`src/rtl/product_accumulator_pkg.sv`:
```
// Shared types and default widths for the product accumulator slice.
package product_accumulator_pkg;

  typedef enum logic {
    ACCUM = 1'b0,
    HOLD  = 1'b1
  } state_e;

  localparam int unsigned PROD_W_DEF = 8;
  localparam int unsigned ACC_W_DEF  = 16;

  // Group counter width; a single-product group still needs a 1-bit counter.
  function automatic int unsigned cnt_width(input int unsigned len);
    return (len > 1) ? $clog2(len) : 1;
  endfunction

endpackage

```
`src/rtl/product_accumulator_if.sv`:
```
// Product stream in, completed-sum stream out, both valid/ready.
interface product_accumulator_if
  import product_accumulator_pkg::*;
#(
  parameter int unsigned PROD_W = PROD_W_DEF,
  parameter int unsigned ACC_W  = ACC_W_DEF
);

  logic              in_valid;
  logic              in_ready;
  logic [PROD_W-1:0] in_prod;
  logic              out_valid;
  logic              out_ready;
  logic [ACC_W-1:0]  out_acc;
  logic              out_ovf;

  modport master (
    output in_valid,
    output in_prod,
    output out_ready,
    input  in_ready,
    input  out_valid,
    input  out_acc,
    input  out_ovf
  );

  modport slave (
    input  in_valid,
    input  in_prod,
    input  out_ready,
    output in_ready,
    output out_valid,
    output out_acc,
    output out_ovf
  );

endinterface

```
`src/rtl/product_accumulator_acc_adder.sv`:
```
// Accumulator adder: acc + zero-extended product, with carry-out.
// PRODUCT_ACCUMULATOR_SAT_EN clamps the sum to all-ones on carry; otherwise it wraps.
module acc_adder
  import product_accumulator_pkg::*;
#(
  parameter int unsigned PROD_W = PROD_W_DEF,
  parameter int unsigned ACC_W  = ACC_W_DEF
) (
  input  logic [ACC_W-1:0]  acc_i,
  input  logic [PROD_W-1:0] prod_i,
  output logic [ACC_W-1:0]  sum_o,
  output logic              carry_o
);

  logic [ACC_W:0] raw;

  always_comb begin
    raw     = {1'b0, acc_i} + (ACC_W + 1)'(prod_i);
    carry_o = raw[ACC_W];
`ifdef PRODUCT_ACCUMULATOR_SAT_EN
    sum_o   = raw[ACC_W] ? '1 : raw[ACC_W-1:0];
`else
    sum_o   = raw[ACC_W-1:0];
`endif
  end

endmodule

```
`src/rtl/product_accumulator.sv`:
```
// Sums each group of LEN products and presents the total on a registered
// valid/ready output. Overflow policy is set by PRODUCT_ACCUMULATOR_SAT_EN.
module product_accumulator
  import product_accumulator_pkg::*;
#(
  parameter int unsigned PROD_W = PROD_W_DEF,
  parameter int unsigned ACC_W  = ACC_W_DEF,
  parameter int unsigned LEN    = 4
) (
  input logic                  clk,
  input logic                  rst_n,
  product_accumulator_if.slave bus
);

  localparam int unsigned      CNT_W = cnt_width(LEN);
  localparam logic [CNT_W-1:0] LAST  = CNT_W'(LEN - 1);

  state_e           state_q;
  logic [CNT_W-1:0] count_q;
  logic [ACC_W-1:0] acc_q;
  logic             ovf_q;
  logic             out_valid_q;
  logic [ACC_W-1:0] out_acc_q;
  logic             out_ovf_q;

  logic [ACC_W-1:0] sum_d;
  logic             carry_d;
  logic             accept;

  acc_adder #(
    .PROD_W (PROD_W),
    .ACC_W  (ACC_W)
  ) u_adder (
    .acc_i   (acc_q),
    .prod_i  (bus.in_prod),
    .sum_o   (sum_d),
    .carry_o (carry_d)
  );

  // in_ready depends only on registered state, never on out_ready.
  assign bus.in_ready  = (state_q == ACCUM);
  assign accept        = bus.in_valid && (state_q == ACCUM);
  assign bus.out_valid = out_valid_q;
  assign bus.out_acc   = out_acc_q;
  assign bus.out_ovf   = out_ovf_q;

  always_ff @(posedge clk) begin
    if (!rst_n) begin
      state_q     <= ACCUM;
      count_q     <= '0;
      acc_q       <= '0;
      ovf_q       <= 1'b0;
      out_valid_q <= 1'b0;
      out_acc_q   <= '0;
      out_ovf_q   <= 1'b0;
    end else begin
      case (state_q)
        ACCUM: begin
          if (accept) begin
            if (count_q == LAST) begin
              out_acc_q   <= sum_d;
              out_ovf_q   <= ovf_q | carry_d;
              out_valid_q <= 1'b1;
              acc_q       <= '0;
              count_q     <= '0;
              ovf_q       <= 1'b0;
              state_q     <= HOLD;
            end else begin
              acc_q   <= sum_d;
              ovf_q   <= ovf_q | carry_d;
              count_q <= count_q + 1'b1;
            end
          end
        end
        HOLD: begin
          if (bus.out_ready) begin
            out_valid_q <= 1'b0;
            state_q     <= ACCUM;
          end
        end
        default: state_q <= ACCUM;
      endcase
    end
  end

endmodule

```
`src/flat_wrapper.sv`:
```
// flat-port wrapper written by rule: the top's interface ports become plain ports
module product_accumulator_flat import product_accumulator_pkg::*;
#(
  parameter int unsigned PROD_W = PROD_W_DEF,
  parameter int unsigned ACC_W  = ACC_W_DEF,
  parameter int unsigned LEN    = 4
)
  (clk, rst_n, bus_in_valid, bus_in_prod, bus_out_ready, bus_in_ready, bus_out_valid, bus_out_acc, bus_out_ovf);
  product_accumulator_if #(.PROD_W(PROD_W), .ACC_W(ACC_W)) bus_i ();
  input logic clk;
  input logic rst_n;
  input wire logic [$bits(bus_i.in_valid)-1:0] bus_in_valid;
  input wire logic [$bits(bus_i.in_prod)-1:0] bus_in_prod;
  input wire logic [$bits(bus_i.out_ready)-1:0] bus_out_ready;
  output wire logic [$bits(bus_i.in_ready)-1:0] bus_in_ready;
  output wire logic [$bits(bus_i.out_valid)-1:0] bus_out_valid;
  output wire logic [$bits(bus_i.out_acc)-1:0] bus_out_acc;
  output wire logic [$bits(bus_i.out_ovf)-1:0] bus_out_ovf;
  assign bus_i.in_valid = bus_in_valid;
  assign bus_i.in_prod = bus_in_prod;
  assign bus_i.out_ready = bus_out_ready;
  assign bus_in_ready = bus_i.in_ready;
  assign bus_out_valid = bus_i.out_valid;
  assign bus_out_acc = bus_i.out_acc;
  assign bus_out_ovf = bus_i.out_ovf;
  product_accumulator #(.PROD_W(PROD_W), .ACC_W(ACC_W), .LEN(LEN)) u_core (.clk(clk), .rst_n(rst_n), .bus(bus_i));
endmodule
```
`config.mk`:
```
export PLATFORM = sky130hd
export DESIGN_NAME = product_accumulator_flat
export DESIGN_NICKNAME = d
export VERILOG_FILES = /design/src/rtl/product_accumulator_pkg.sv /design/src/rtl/product_accumulator_if.sv /design/src/rtl/product_accumulator_acc_adder.sv /design/src/rtl/product_accumulator.sv /design/src/flat_wrapper.sv
export SDC_FILE = /design/constraint.sdc
export NUM_CORES = 1
export LEC_CHECK = 0
export ABC_CLOCK_PERIOD_IN_PS = 6100
export CORE_ASPECT_RATIO = 1.75
export CORE_MARGIN = 3
export CORE_UTILIZATION = 40
export DETAILED_ROUTE_END_ITERATION = 8
export MAX_ROUTING_LAYER = met4
export PLACE_DENSITY = 0.68
export SYNTH_ARGS = -nofsm -noshare
export SYNTH_HDL_FRONTEND = slang
export SYNTH_SLANG_ARGS = --single-unit
```
`constraint.sdc`:
```
create_clock -name clk -period 6.1 [get_ports clk]
set_input_delay 0.915 -clock clk [delete_from_list [all_inputs] [get_ports clk]]
set_output_delay 0.915 -clock clk [all_outputs]
set_load 0.02 [all_outputs]
```
; Word-level counts from Yosys, hierarchy flattened
; Cells that the tools add are included.
[op_classes]
div = 0
order_cmp = 0
muxes = 11
bitwise_logic = 2
reduce_logical = 4
add_sub_neg = 2
n_eq_ne = 4
shifts = 0
multipliers = 0
[ops]
columns = op, count
row1 = $add 16x8->17, 1
row2 = $mux 16, 1
row3 = $mux 1, 7
row4 = $reduce_and 3->1, 2
row5 = $ne 2x1->1 const B, 2
row6 = $pmux 1 s2, 2
row7 = $add 2x1->2 const B, 1
row8 = $eq 2x2->1 const B, 1
row9 = $mux 2, 1
row10 = $ne 2x2->1 const B, 1
row11 = $reduce_and 2->1, 1
row12 = $logic_and 1x1->1, 1
row13 = $not 1->1, 1
row14 = $or 1x1->1, 1
[totals]
latch_bits = 0
regBits = 38
ram_bits = 0
inputBits = 12
memories = 0
mem_bits_ro = 0
out_inout_bits = 19

; Longest topological paths before layout
[depth]
word_depth = 4
ltp_mapped = 9
ltp_nobuf = 8

; By module
; A second synthesis with hierarchy kept.
[unflattened]
cells_unflattened = 253
area_unflattened_um2 = 1995.7
[modules_own_cells]
columns = mod, area_each_um2, seq_area_each_um2, instances, cells_per_inst
row1 = product_accumulator, 1401.3, 760.7, 1, 169
row2 = acc_adder, 594.3, 0.0, 1, 84

; Worst setup path after synthesis
; OpenSTA, ideal clock, no wires.
[synth_path]
path_kind = in2reg
startpoint = input bus_in_prod[0]
endpoint = register u_core.out_acc_q[14], in the netlist u_core.bus.out_acc[14]
setup_slack_ps = 3353
path_stages = 9
t_arrival_ps = 2627
cell_sequence = ha_1 -> inv_1 -> fa_1 -> nor2b_1 -> o2111ai_1 -> a31oi_2 -> buf_2 -> a211oi_1 -> a211o_1
[synth_between]
elab_chain_len = 1
[synth_lines]
columns = item, line_no
row1 = "start, declared", flat_wrapper.sv:13  ; input wire logic [$bits(bus_i.in_prod)-1:0] bus_in_prod;
row2 = $add 16x8->17, product_accumulator_acc_adder.sv:18  ; raw = {1'b0, acc_i} + (ACC_W + 1)'(prod_i);
row3 = "end signal, assigned", product_accumulator.sv:61  ; out_acc_q <= sum_d;
row4 = "end, declared", product_accumulator.sv:23  ; logic [ACC_W-1:0] out_acc_q;
; Every way passes these cells.
; A chain may end at the register's enable or synchronous reset.

; Final worst setup path
[layout_path]
startpoint = input bus_in_prod[0]
endpoint = register u_core.out_acc_q[12], in the netlist u_core.bus.out_acc[12]
; The elaborated chain is that of the path after synthesis.

==> impl_metrics.csv <==
group,metric,value,unit
floorplanning,row_count,33,
pwr,internal_power,394,µW
route,remaining_drc_errors,0,
critical_path,largest_stage_delay_on_the_critical_path,580,ps
place,finalWeightedCongestion,0.867,
layout,fin_cells,299,
clocking,post-cts-setup-buffer-count,0,
layout,num-fill-cells,462,
synthesis,dominantRegCellSynth,"dfxtp_1",
critical_path,worst-r2r-cell-count,8,
timing,timing.fmax,305,MHz
synthesis,synth_enable_flop_cells,0,
global_route,grt_max_degree,20,
hold_path,min-delay-path-class,"reg -> reg",
pwr,clk_pwr_share,0.327,
global_route,via_count_of_the_first_global_routing_pass,1657,
pwr,static-leakage-power,0.000911,µW
place,placed_cells,291,
floorplanning,io_pins,31,
clocking,tritoncts.num_buffers,5,
pwr,p_comb_frac,0.190,
critical_path,setup.worst_path.end_class,"register",
timing,clock_skew,10.0,ps
critical_path,combined_buffer_and_inverter_count_along_the_critical_path,2,
synthesis,synth_commonest_cells,"dfxtp_1, nand2_1, o21ai_0",
clocking,hold_buffers,0,
synthesis,synthDominantCellAreaShare,0.374,
synthesis,synth.yosys.warnings,0,
route,dr_total_vias,1737,
hold_path,whs_endpoint,"u_core.bus.out_acc[15]",
synthesis,syn-instance-count,221,
timing,slew-limit-headroom,0.523,
synthesis,synth_seq_cells,38,
critical_path,timing.setup.critical_path_class,"in -> reg",
floorplanning,chipHeight,100,µm
pwr,power_switching_share,0.282,
pwr,worst_ir_drop_vdd,0.189,mV
route,ant_nets,0,
route,routed_wl,4790,µm
place,port_buffers,30,
clocking,tritoncts_clock_tree,"done",
synthesis,synth_cell_type_count,59,
hold_path,hold_depth,2,
synthesis,average_size_of_a_mapped_cell,9.21,µm²
synthesis,synth_seq_area_share,0.374,
layout,syn_to_final_growth,17.5,%
route,detailedRoute.firstPassIterationCount,4,
hold_path,worstHoldStart,"u_core.bus.out_acc[15]",
clocking,post_cts.resized_instances,0,
run_status,outcome,"complete, no violations",
synthesis,syn-num-nets,243,
clocking,cts_max_level,2,
timing,setup_violations,0,
clocking,tritoncts_num_sinks,38,
layout,antenna-diode-count,0,
run,maxCapViolCount,0,
global_route,grt_pass1_wl,8140,µm
timing,slew_viol_final,0,
place,dp.final_hpwl,3400,µm
critical_path,timing.rr.start,"u_core.acc_q[0]",
global_route,antenna_found_initial,0,
critical_path,critical_path.reg2reg.endpoint,"u_core.bus.out_acc[12]",
pwr,seq_power_share,0.484,
synthesis,syn_area,2030,µm²
clocking,cts_root_buf,"clkbuf_8",
critical_path,setup.reg_to_reg.worst_slack,3570,ps
synthesis,asyncSetResetFlopFracSynth,0,
timing,worst_slew_pin_slew,714,ps
synthesis,most_frequent_cell_after_synthesis,"dfxtp_1",
timing,finalSetupTns,0,ps
pwr,p_sw,155,µW
synthesis,synth_area_leaders,"dfxtp_1, ha_1, nand2_1, o21ai_0, xor2_1",
global_route,grt_remaining_overflow,0,
critical_path,worstSetupStartpointType,"primary input",
timing,fin_crit,3270,ps
critical_path,cp-startpoint,"bus_in_prod[0]",
route,route.detailed.vias_per_inst,5.81,
route,drt-wirelength-per-cell,16.0,µm
timing,hold_viol_final,0,
timing,grt_setup_unrepaired,"no",
floorplanning,die_width,59.9,µm
floorplanning,floorplan.initialDensity,0.425,
timing,final_layout_worst_hold_slack,451,ps
layout,final_net_count,268,
critical_path,critPathSlowestCell,"a31oi_2",
critical_path,crit_path_max_fanout,13,
floorplanning,floorplan.die_area,6010,µm²
synthesis,area_leader_netlist,"dfxtp_1",
clocking,cts_max_path_buffers,2,
critical_path,timing.critical_path.cells,"clkdlybuf4s50_1 > ha_1 > inv_1 > fa_1 > nor2b_1 > o2111ai_1 > a31oi_2 > a311oi_1 > a211o_1",
layout,post-route-util,0.499,
pwr,p_per_area,229,nW/µm²
global_route,overall_fraction_of_global_route_tracks_in_use,0.181,
clocking,clk_pin_slew_worst_paths,80,ps
layout,drive_above_1_share,0.0810,
clocking,clk_latency,290,ps
timing,post-route-period-util,0.537,
critical_path,required,6280,ps
route,drtIter0Drc,43,
floorplanning,floorplan.core_area,4790,µm²
critical_path,critical_path.top_delay_family,"compound AO/OA/AOI/OAI gates",
critical_path,worst_ep_arrival_time,3460,ps
area by class of cell:
cell class                 instances  area, µm²  area share
clock buffer                       7       86.3      0.0361
clock inverter                     1       5.00     0.00209
inverter                           8       30.0      0.0126
multi-input combinational        162       1130       0.475
sequential                        38        761       0.318
tap                               52       65.1      0.0272
timing repair buffer              31        308       0.129
worst reg2reg max path, delay by kind of cell (launching register included):
kind | cells | cell delay, ps
compound gates | 4 | 1230
fa+ha+maj | 2 | 600
buf+inv | 1 | 60
flops | 1 | 340
simple gates | 1 | 190
stage by stage:
stage	power, µW	instance area (µm²)	setup WS, ps
floorplan	352	2030	3350
global placement	373	2300	2580
detailed placement	375	2300	2530
CTS	553	2390	2830
global route	579	2390	2600
finish	548	2390	2830
placed cells by master (no fill, tap or decap), drive strengths merged, types with 3 or more instances in the layout:
master,count
a211oi,3
a21o,4
nor2b,3
inv,8
dfxtp,38
a32o,3
nand3b,4
a211o,4
clkdlybuf4s50,30
xnor2,3
nand3,4
nor2,11
a31oi,7
or3,5
o211ai,4
xor2,7
o21ai,15
nand2,24
a21oi,11
a22o,4
ha,9
nor3,5
clkbuf,7
logic make-up (layout without fill, tap and decap cells):
logic type               Yosys count  in the layout  synth area share
multiplexers                       1              1           0.00492
adder cells (fa/ha/maj)           10             10            0.0652
buffers and inverters             21             47            0.0683
AO/OA/AOI/OAI                     72             72             0.261
XOR/XNOR                          10             10            0.0431
AND/OR/NAND/NOR                   69             69             0.184
flip-flops                        38             38             0.374
sequential cells by signal, summed over array words and instances (netlist names):
signal	count
u_core.state_q	1
u_core.bus.out_ovf	1
u_core.acc_q	16
u_core.bus.out_acc	16
u_core.ovf_q	1
u_core.bus.out_valid	1
u_core.count_q	2
worst max path at each step:
stage	endpoint	slack [ps]	depth (start not counted)
after floorplan	u_core.bus.out_acc[14]	3350	9
after detailed placement	u_core.bus.out_acc[12]	2530	9
final	u_core.bus.out_acc[12]	2830	9
after CTS	u_core.bus.out_acc[12]	2830	9
after global routing	u_core.bus.out_acc[12]	2600	9
after global placement	u_core.bus.out_acc[12]	2580	9
power groups by stage:
stage	clock, µW	sequential, µW	combinational, µW
finish	179	265	104
global route	197	266	116
CTS	183	265	105
detailed placement	0	271	104
global placement	0	270	103
floorplan	0	270	81.4
routing by layer:
metal | vias up | global-route usage | share of wire
li1 | 869 | - | -
met1 | 825 | 0.212 | 0.41
met2 | 36 | 0.311 | 0.54
met3 | 7 | 0.0309 | 0.032
met4 | 0 | 0.0512 | 0.015
met5 | - | - | 0
Note: power is estimated with default switching activity, not from simulation.
